## src/rtl/wb_stage_reg.sv

```systemverilog
// Registered RV32I/RV64I write-back stage: load alignment/extension, 4:1 result select,
// register-file write port with stall/flush, and a retired-instruction counter.
module wb_stage_reg #(
    parameter int unsigned XLEN   = 32,
    parameter int unsigned CNT_W  = 64,
    parameter int unsigned REG_AW = 5
) (
    input  logic                      i_clk,
    input  logic                      i_rst,
    input  logic                      i_valid,
    input  logic                      i_stall,
    input  logic                      i_flush,
    input  logic [1:0]                i_wb_sel,
    input  logic                      i_reg_write,
    input  logic [REG_AW-1:0]         i_rd,
    input  logic [2:0]                i_funct3,
    input  logic [$clog2(XLEN/8)-1:0] i_addr_lo,
    input  logic [XLEN-1:0]           i_result,
    input  logic [XLEN-1:0]           i_read_data,
    input  logic [XLEN-1:0]           i_pc_plus_4,
    input  logic [XLEN-1:0]           i_imm,
    output logic                      o_rf_we,
    output logic [REG_AW-1:0]         o_rf_waddr,
    output logic [XLEN-1:0]           o_rf_wdata,
    output logic                      o_retire,
    output logic [CNT_W-1:0]          o_instret
);

    localparam int unsigned AW = $clog2(XLEN/8);

    logic [XLEN-1:0]   byte_sh, half_sh, word_sh;
    logic [7:0]        lb;
    logic [15:0]       lh;
    logic [31:0]       lw;
    logic [XLEN-1:0]   load_data;
    logic [XLEN-1:0]   wb_data;

    logic              rf_we_q, rf_we_d;
    logic [REG_AW-1:0] rf_waddr_q, rf_waddr_d;
    logic [XLEN-1:0]   rf_wdata_q, rf_wdata_d;
    logic              retire_q, retire_d;
    logic [CNT_W-1:0]  instret_q, instret_d;

    // Lanes are pulled down to bit 0 by shifting; the word half only matters on XLEN=64.
    always_comb begin
        byte_sh   = i_read_data >> {i_addr_lo, 3'b000};
        half_sh   = i_read_data >> {i_addr_lo[AW-1:1], 4'b0000};
        word_sh   = (XLEN == 64 && i_addr_lo[AW-1]) ? (i_read_data >> 32) : i_read_data;
        lb        = byte_sh[7:0];
        lh        = half_sh[15:0];
        lw        = word_sh[31:0];
        load_data = '0;
        case (i_funct3)
            3'b000:  load_data = XLEN'($signed(lb));
            3'b100:  load_data = XLEN'(lb);
            3'b001:  load_data = XLEN'($signed(lh));
            3'b101:  load_data = XLEN'(lh);
            3'b010:  load_data = XLEN'($signed(lw));
            3'b110:  if (XLEN == 64) load_data = XLEN'(lw);
            3'b011:  if (XLEN == 64) load_data = i_read_data;
            default: load_data = '0;
        endcase
    end

    always_comb begin
        case (i_wb_sel)
            2'b00:   wb_data = i_result;
            2'b01:   wb_data = load_data;
            2'b10:   wb_data = i_pc_plus_4;
            default: wb_data = i_imm;
        endcase
    end

    always_comb begin
        rf_we_d    = rf_we_q;
        rf_waddr_d = rf_waddr_q;
        rf_wdata_d = rf_wdata_q;
        retire_d   = 1'b0;
        if (i_flush) begin
            rf_we_d = 1'b0;
        end else if (!i_stall) begin
            rf_we_d    = i_valid & i_reg_write & (i_rd != '0);
            rf_waddr_d = i_rd;
            rf_wdata_d = wb_data;
            retire_d   = i_valid;
        end
        instret_d = instret_q + CNT_W'(retire_q);
    end

    always_ff @(posedge i_clk) begin
        if (i_rst) begin
            rf_we_q    <= 1'b0;
            rf_waddr_q <= '0;
            rf_wdata_q <= '0;
            retire_q   <= 1'b0;
            instret_q  <= '0;
        end else begin
            rf_we_q    <= rf_we_d;
            rf_waddr_q <= rf_waddr_d;
            rf_wdata_q <= rf_wdata_d;
            retire_q   <= retire_d;
            instret_q  <= instret_d;
        end
    end

    assign o_rf_we    = rf_we_q;
    assign o_rf_waddr = rf_waddr_q;
    assign o_rf_wdata = rf_wdata_q;
    assign o_retire   = retire_q;
    assign o_instret  = instret_q;

endmodule
```

## config.mk

```make
export PLATFORM = sky130hd
export DESIGN_NAME = wb_stage_reg
export DESIGN_NICKNAME = d
export VERILOG_FILES = /design/src/rtl/wb_stage_reg.sv
export SDC_FILE = /design/constraint.sdc
export NUM_CORES = 1
export LEC_CHECK = 0
export CORE_AREA = 2 2 114 116
export DETAILED_ROUTE_END_ITERATION = 16
export DIE_AREA = 0 0 116 118
export PLACE_DENSITY = 0.86
export SLEW_MARGIN = 20
export SYNTH_ARGS = -nofsm -noshare
export SYNTH_HDL_FRONTEND = slang
export SYNTH_SLANG_ARGS = --single-unit
```

## constraint.sdc

```tcl
create_clock -name i_clk -period 3.35 [get_ports i_clk]
set_clock_uncertainty 0.2 [all_clocks]
set_input_delay 0.335 -clock i_clk [delete_from_list [all_inputs] [get_ports i_clk]]
set_output_delay 0.335 -clock i_clk [all_outputs]
set_load 0.01 [all_outputs]
```

==> key figures <==
Floorplanning
  • Core area: 12,400 µm²
  • Initial core utilization: 0.456
  • Row count: 41
  • IO Count: 249
  • Die height: 118 µm
  • Die W: 116 µm
  • Die ar.: 13,700 µm²

Timing
  • Pin slew with the least headroom to its limit: 0.690 ns
  • Fin. Hold Viols: 0
  • Min Tclk post-route: 2.64 ns
  • RSZ-0062 raised after global routing: no
  • Final setup viols: 0
  • Fin crit share: 0.789
  • Max Fclk: 378 MHz
  • Max transition margin: 0.539
  • Max Slew Vio Count: 0
  • Setup TNS: 0 ns

Cells and area
  • Design Area, Final: 8640 µm²
  • Layout cells sized above 1: 0.0562
  • Layout Nets: 1,104
  • Area Growth Syn to Fin: 52.5%
  • Number of fill cells in the layout: 1,034
  • Antenna diode count: 0

CTS
  • Clock insertion delay at the later pin of the skew report: 0.34 ns
  • Hold buffer count at CTS: 0
  • CTS H-tree depth: 3
  • CTS tree: yes
  • PostCTS Resize Cnt: 0
  • CTS sink count: 103
  • Postcts setup bufs: 0
  • Number of buffers created by CTS: 9
  • Clock tree buffer depth: 2
  • Clock transition at path regs: 0.07 ns
  • CTS Root Cell: clkbuf_16

Drt
  • First-pass DRT Iterations: 5
  • Final ANT Viol Nets: 0
  • Via count: 6,426
  • Post-route DRC: 0
  • Vias per cell: 5.67
  • 1st-iter DRT viols: 472
  • Routed len/inst: 17.1 µm
  • Final WL: 19,400 µm

Run status
  • Status: complete, no violations

Yosys
  • Most used standard cell by instance count after synthesis: dfxtp_1
  • Distinct cell type count after synthesis: 45
  • #FFs+latches synth: 103
  • Synth area leader: dfxtp_1
  • Synth warn: 0
  • Post-Synthesis Net Count: 872
  • Post-synth ARST share: 0
  • Mapped Area: 5670 µm²
  • Synth Flop Type: dfxtp_1
  • Syn_area_per_cell: 7.83 µm²
  • Register area share after synthesis: 0.364
  • Post-synth top area share: 0.364
  • Top cells by area, synth: dfxtp_1, nor2_1, nand2_1
  • EDFF count, synth: 0
  • Cells after Synth: 724
  • Most common library cells after synthesis: dfxtp_1, nor2_1, nand2_1

Worst setup path
  • WP data arrival: 2.70 ns
  • Worst Reg-to-Reg Cells: 5
  • Worst-path fanout max: 18
  • Data required, critical path: 3.41 ns
  • Critical path class: flip-flop to flip-flop
  • Worst setup EP type: flip-flop
  • Startpoint Class: flip-flop

Placed design
  • # port buffers: 248
  • Placed inst area: 8330 µm²
  • Final GP Congestion: 0.937
  • DP HPWL: 15,200 µm

Global routing
  • First-pass GRT wire length: 30,400 µm
  • Vias in the first global route: 6,147
  • Pin count of the biggest net entering global routing: 64
  • Initial antenna violation count: 0
  • GRT Resource Usage Total: 0.279
  • Total congestion overflow: 0

Job
  • Number of max-cap violations: 0

Pwr
  • Power per Cell Area: 328 nW/µm²
  • VDD IR max: 0.200 mV
  • P_leak: 2.95 nW

Worst hold path
  • Worst hold path type: flip-flop to flip-flop
  • Hold Crit Depth: 2
[state kept, by name, indices dropped and copies added, names as in the netlist]
name	cells
o_rf_wdata	32
o_rf_waddr	5
o_retire	1
o_instret	64
o_rf_we	1
[layer usage]
metal  vias up  wire, µm  global-route usage
met1      2930      7310               0.327
met4         0       922               0.129
met2       333      9440               0.482
met5         -         0                   0
li1       3105         -                   -
met3        58      1720              0.0572
[final cells by class]
| type | count | area (µm²) | area share |
|---|---|---|---|
| flip-flops and latches | 103 | 2060 | 0.239 |
| well taps | 172 | 215 | 0.0249 |
| clock buffers | 9 | 225 | 0.0261 |
| inverters | 9 | 33.8 | 0.00391 |
| repair buffers | 268 | 2630 | 0.304 |
| multi-input cells | 565 | 3390 | 0.393 |
| clock inverters | 7 | 80.1 | 0.00927 |
[final timing paths]
| kind | end | startpoint | slack (ns) |
|---|---|---|---|
| worst max-delay path | o_instret[59] | o_instret[29] | 0.71 |
| worst min register to register | o_rf_waddr[0] | o_rf_waddr[0] | 0.26 |
| worst max register to register | o_instret[59] | o_instret[29] | 0.71 |
| worst min-delay path | o_rf_waddr[0] | o_rf_waddr[0] | 0.26 |
[kinds of logic (layout without fill, tap and decap cells)]
kind of cell / after synthesis / count (layout) / synth area share
flops: 103 / 103 / 0.364
compound gates: 175 / 175 / 0.195
xor+xnor: 28 / 28 / 0.0433
simple gates: 333 / 333 / 0.299
fa+ha+maj: 2 / 2 / 0.00442
buf+inv: 56 / 293 / 0.0389
mux: 27 / 27 / 0.0548
[through the flow]
stage               setup WS [ns]  hold WS, ns  utilization  cells  power, mW
global placement            0.511        0.241        0.671   1117       1.77
floorplan                   0.956        0.214            -    724       1.48
global route                0.438        0.283        0.696   1133       2.93
CTS                         0.754        0.261        0.695   1133       2.84
detailed placement          0.431        0.250        0.671   1117       1.77
finish                      0.707        0.257        0.696   1133       2.83
[report_power, final]
group          total (mW)  leakage [nW]  internal [mW]  switching (mW)
registers            1.27         0.835           1.25          0.0151
clock network        1.08         0.148          0.589           0.491
logic               0.487          1.97          0.277           0.209
[worst max-delay path, stage by stage, from the launching register on]
cell and delay [ns]:
dfxtp_1 0.42, nand3_1 0.19, nor3_1 0.42, nand4_1 0.55, or4_1 0.60, a21oi_1 0.18
[cells in the final DEF, fill, tap and decap left out, types with 17 or more instances in the layout]
master / synthesis / routed
buf_4: 0 / 21
o21ai_0: 44 / 44
nand3_1: 25 / 25
mux2i_1: 22 / 22
nand3b_1: 18 / 18
nand4_1: 21 / 21
clkdlybuf4s50_1: 0 / 247
nor2_1: 93 / 92
o31ai_1: 39 / 39
nand2_1: 88 / 88
a21oi_1: 50 / 50
or4_1: 26 / 26
dfxtp_1: 103 / 103
xor2_1: 17 / 17
Power figures use the tool's default switching activity.
==> RTL change 1: new RTL, same flow settings <==
The parameter `XLEN` goes from 32 to 64.
--- a/src/rtl/wb_stage_reg.sv
+++ b/src/rtl/wb_stage_reg.sv
@@ -1,7 +1,7 @@
 // Registered RV32I/RV64I write-back stage: load alignment/extension, 4:1 result select,
 // register-file write port with stall/flush, and a retired-instruction counter.
 module wb_stage_reg #(
-    parameter int unsigned XLEN   = 32,
+    parameter int unsigned XLEN   = 64,
     parameter int unsigned CNT_W  = 64,
     parameter int unsigned REG_AW = 5
 ) (
Ports: changed (6 resized); port bits go from 249 to 410. The function was not compared with the original's and may differ.
==> RTL change 1 against the original RTL <==
The flow now stops in global placement. Area after synthesis up 53%.
==> RTL change 1: results (changes against the original RTL) <==
- Number of flip-flops and latches in the synthesized netlist: 135 (+31%)
* Syn nets: 1381 (+58%)
- Failed at: global placement
* Number of distinct library cells after synthesis: 61 (+36%)
- Gate count after technology mapping: 1104 (+52%)
* Most used flip-flop cell after synthesis: sky130_fd_sc_hd__dfxtp_1
- PortBufs: 409 (+65%)
- Synth top cells by count: sky130_fd_sc_hd__nand2_1 (153), sky130_fd_sc_hd__dfxtp_1 (135), sky130_fd_sc_hd__o21ai_0 (92), sky130_fd_sc_hd__clkbuf_1 (79), sky130_fd_sc_hd__nor2_1 (77)
- The first error in the log reads "[ERROR GPL-0301] Utilization 113.892 % exceeds 100%".
* Synth warn: 0 (unchanged)
- Top cells by area in the synthesized netlist: sky130_fd_sc_hd__dfxtp_1 (31%), sky130_fd_sc_hd__mux2i_1 (7.7%), sky130_fd_sc_hd__nand2_1 (6.6%), sky130_fd_sc_hd__o21ai_0 (5.3%), sky130_fd_sc_hd__o211ai_1 (3.7%)
- The async set-or-reset flop fraction in the synthesized netlist came to 0% (unchanged).
- The mean cell area of the mapped netlist was 7.86 µm² (+0.50%).
* Proportion of synthesized chip area in sequential cells: 31.1% (-5.3 points)
- Run status: stopped before the end
-- RTL change 1: changes by cell type after synthesis, moves of 37 or more --
cell and delta:
sky130_fd_sc_hd__o21ai_0 +48, sky130_fd_sc_hd__clkbuf_1 +37, sky130_fd_sc_hd__mux2i_1 +45, sky130_fd_sc_hd__nand2_1 +65, sky130_fd_sc_hd__o22ai_1 +38
-- RTL change 1: cells by family after synthesis --
kind of cell / count (synthesis) / synth area share, %
adder cells (fa/ha/maj): 2 / 0.288
buffers and inverters: 100 / 4.41
XOR/XNOR: 31 / 3.13
AO/OA/AOI/OAI: 322 / 23.7
AND/OR/NAND/NOR: 428 / 25.3
flip-flops: 135 / 31.1
multiplexers: 86 / 12.0
==> RTL change 2: new RTL, same flow settings <==
Made on the original files. `rf_wdata_q` no longer has a reset.
--- a/src/rtl/wb_stage_reg.sv
+++ b/src/rtl/wb_stage_reg.sv
@@ -91,16 +91,18 @@
         if (i_rst) begin
             rf_we_q    <= 1'b0;
             rf_waddr_q <= '0;
-            rf_wdata_q <= '0;
             retire_q   <= 1'b0;
             instret_q  <= '0;
         end else begin
             rf_we_q    <= rf_we_d;
             rf_waddr_q <= rf_waddr_d;
-            rf_wdata_q <= rf_wdata_d;
             retire_q   <= retire_d;
             instret_q  <= instret_d;
         end
+    end
+
+    always_ff @(posedge i_clk) begin
+        rf_wdata_q <= rf_wdata_d;
     end
 
     assign o_rf_we    = rf_we_q;
Formal check against the unedited RTL: not equivalent (Yosys sat finds a counterexample within 4 cycles, from zero or initial values and one cycle with i_rst high).
==> RTL change 2 against the original RTL <==
Count of clock-buffer cells in the layout unchanged. Sequential cell count unchanged. Setup slack worse by 0.068 ns. Area after synthesis down 3.2%. Cell area down 2.0%. Utilization down 1.4 points. Power down 0.28%. Wire length up 1.0%. Critical path depth up 3. Clock power down 7%. Largest cell class unchanged. Largest power group unchanged.
==> RTL change 2: results (changes against the original RTL) <==
- The most critical setup path has its startpoint at o_instret[0].
- The met1 layer wirelength in the final routing was 7.43 mm (+1.6%).
* Via count: 6007 (-6.5%)
- Post-route worst hold slack: 0.284 ns (+0.0268 ns)
- Final cell count without fillers: 1032 (-8.9%)
- In this run the worst setup path terminates at o_instret[56].
- The mean cell area of the mapped netlist was 8.96 µm² (+14%).
- The total cell area at the placement stage was 8180 µm² (-1.8%).
- The sequential-to-total area share from yosys stat came to 43.5% (+7.1 points).
* Met2 routed WL: 9.78 mm (+3.6%)
* Synthesized-area fraction occupied by ao, oa, aoi and oai cells: 18.3% (-1.2 points)
- The overall routing resource usage came to 28.6% (+0.70 points).
- Top cells by area in the synthesized netlist: sky130_fd_sc_hd__dfxtp_1 (26%), sky130_fd_sc_hd__edfxtp_1 (18%), sky130_fd_sc_hd__mux2i_1 (6.0%), sky130_fd_sc_hd__nand2_1 (5.4%), sky130_fd_sc_hd__a21oi_1 (4.2%)
- The ratio of final minimum period to clock period is 80.9% (+2.0 points).
* Share of layout cells above drive strength 1: 5.70% (+0.079 points)
- Filler Cells Inserted: 998 (-3.5%)
- The peak ir drop on the vdd network came to 0.000251 V (+25%).
* Slowest cell on the critical path: sky130_fd_sc_hd__or3_1
- The met2 global-route usage is 49.2% (+0.95 points).
* Maximum fanout along the worst path: 7 (-11)
- Adder and majority gate portion of the synthesized area: 0.457% (+0.015 points)
- Ranked by instance count, the synthesized netlist is headed by sky130_fd_sc_hd__nand2_1 (79), sky130_fd_sc_hd__dfxtp_1 (71), sky130_fd_sc_hd__nor2_1 (47), sky130_fd_sc_hd__a21oi_1 (46), sky130_fd_sc_hd__o21ai_0 (37).
- Worst slack at placement: 0.574 ns (+0.144 ns)
* Number of flops mapped to enable cells by yosys: 32 (+32)
- Number of cells traversed by the worst register-to-register path: 8 (+3)
- Global-route wire length before repair: 30.4 mm (+0.11%)
* Routability congestion estimate: 0.980 (+4.7%)
- The met1 usage in global routing is 34.2% (+1.6 points).
- The internal reg-to-reg setup slack is 0.64 ns (-0.07 ns).
* Number of distinct library cells after synthesis: 46 (+2.2%)
* Multiplexer share of the synthesized area: 6.64% (+1.2 points)
- Detailed router's first-iteration violation count: 591 (+25%)
* Final wirelength: 19.6 mm (+1.0%)
* Maximum number of pins on one net before global-route repair: 41 (-36%)
* Clock Power Share: 35.5% (-2.7 points)
- The worst hold path terminates at o_rf_waddr[4].
- The flow ran to the end, and the final reports show no timing, DRC or antenna violations.
- The parity-gate share of the synthesized area counting xor and xnor cells is 4.47% (+0.15 points).
[RTL change 2: changes by cell type after synthesis, moves of 16 or more]
cell	delta
sky130_fd_sc_hd__a211o_1	+16
sky130_fd_sc_hd__a211oi_1	-16
sky130_fd_sc_hd__dfxtp_1	-32
sky130_fd_sc_hd__edfxtp_1	+32
sky130_fd_sc_hd__nand3b_1	-17
sky130_fd_sc_hd__nor2_1	-46
sky130_fd_sc_hd__o221ai_1	+16
sky130_fd_sc_hd__o31ai_1	-21
[RTL change 2: layout make-up]
cell class / count / area (µm²) / share of cell area (%)
repair buffers: 266 / 2610 / 30.8
multi-input cells: 468 / 2950 / 34.9
inverters: 7 / 26.3 / 0.310
well taps: 172 / 215 / 2.54
clock inverters: 7 / 56.3 / 0.665
flip-flops and latches: 103 / 2380 / 28.1
clock buffers: 9 / 225 / 2.66
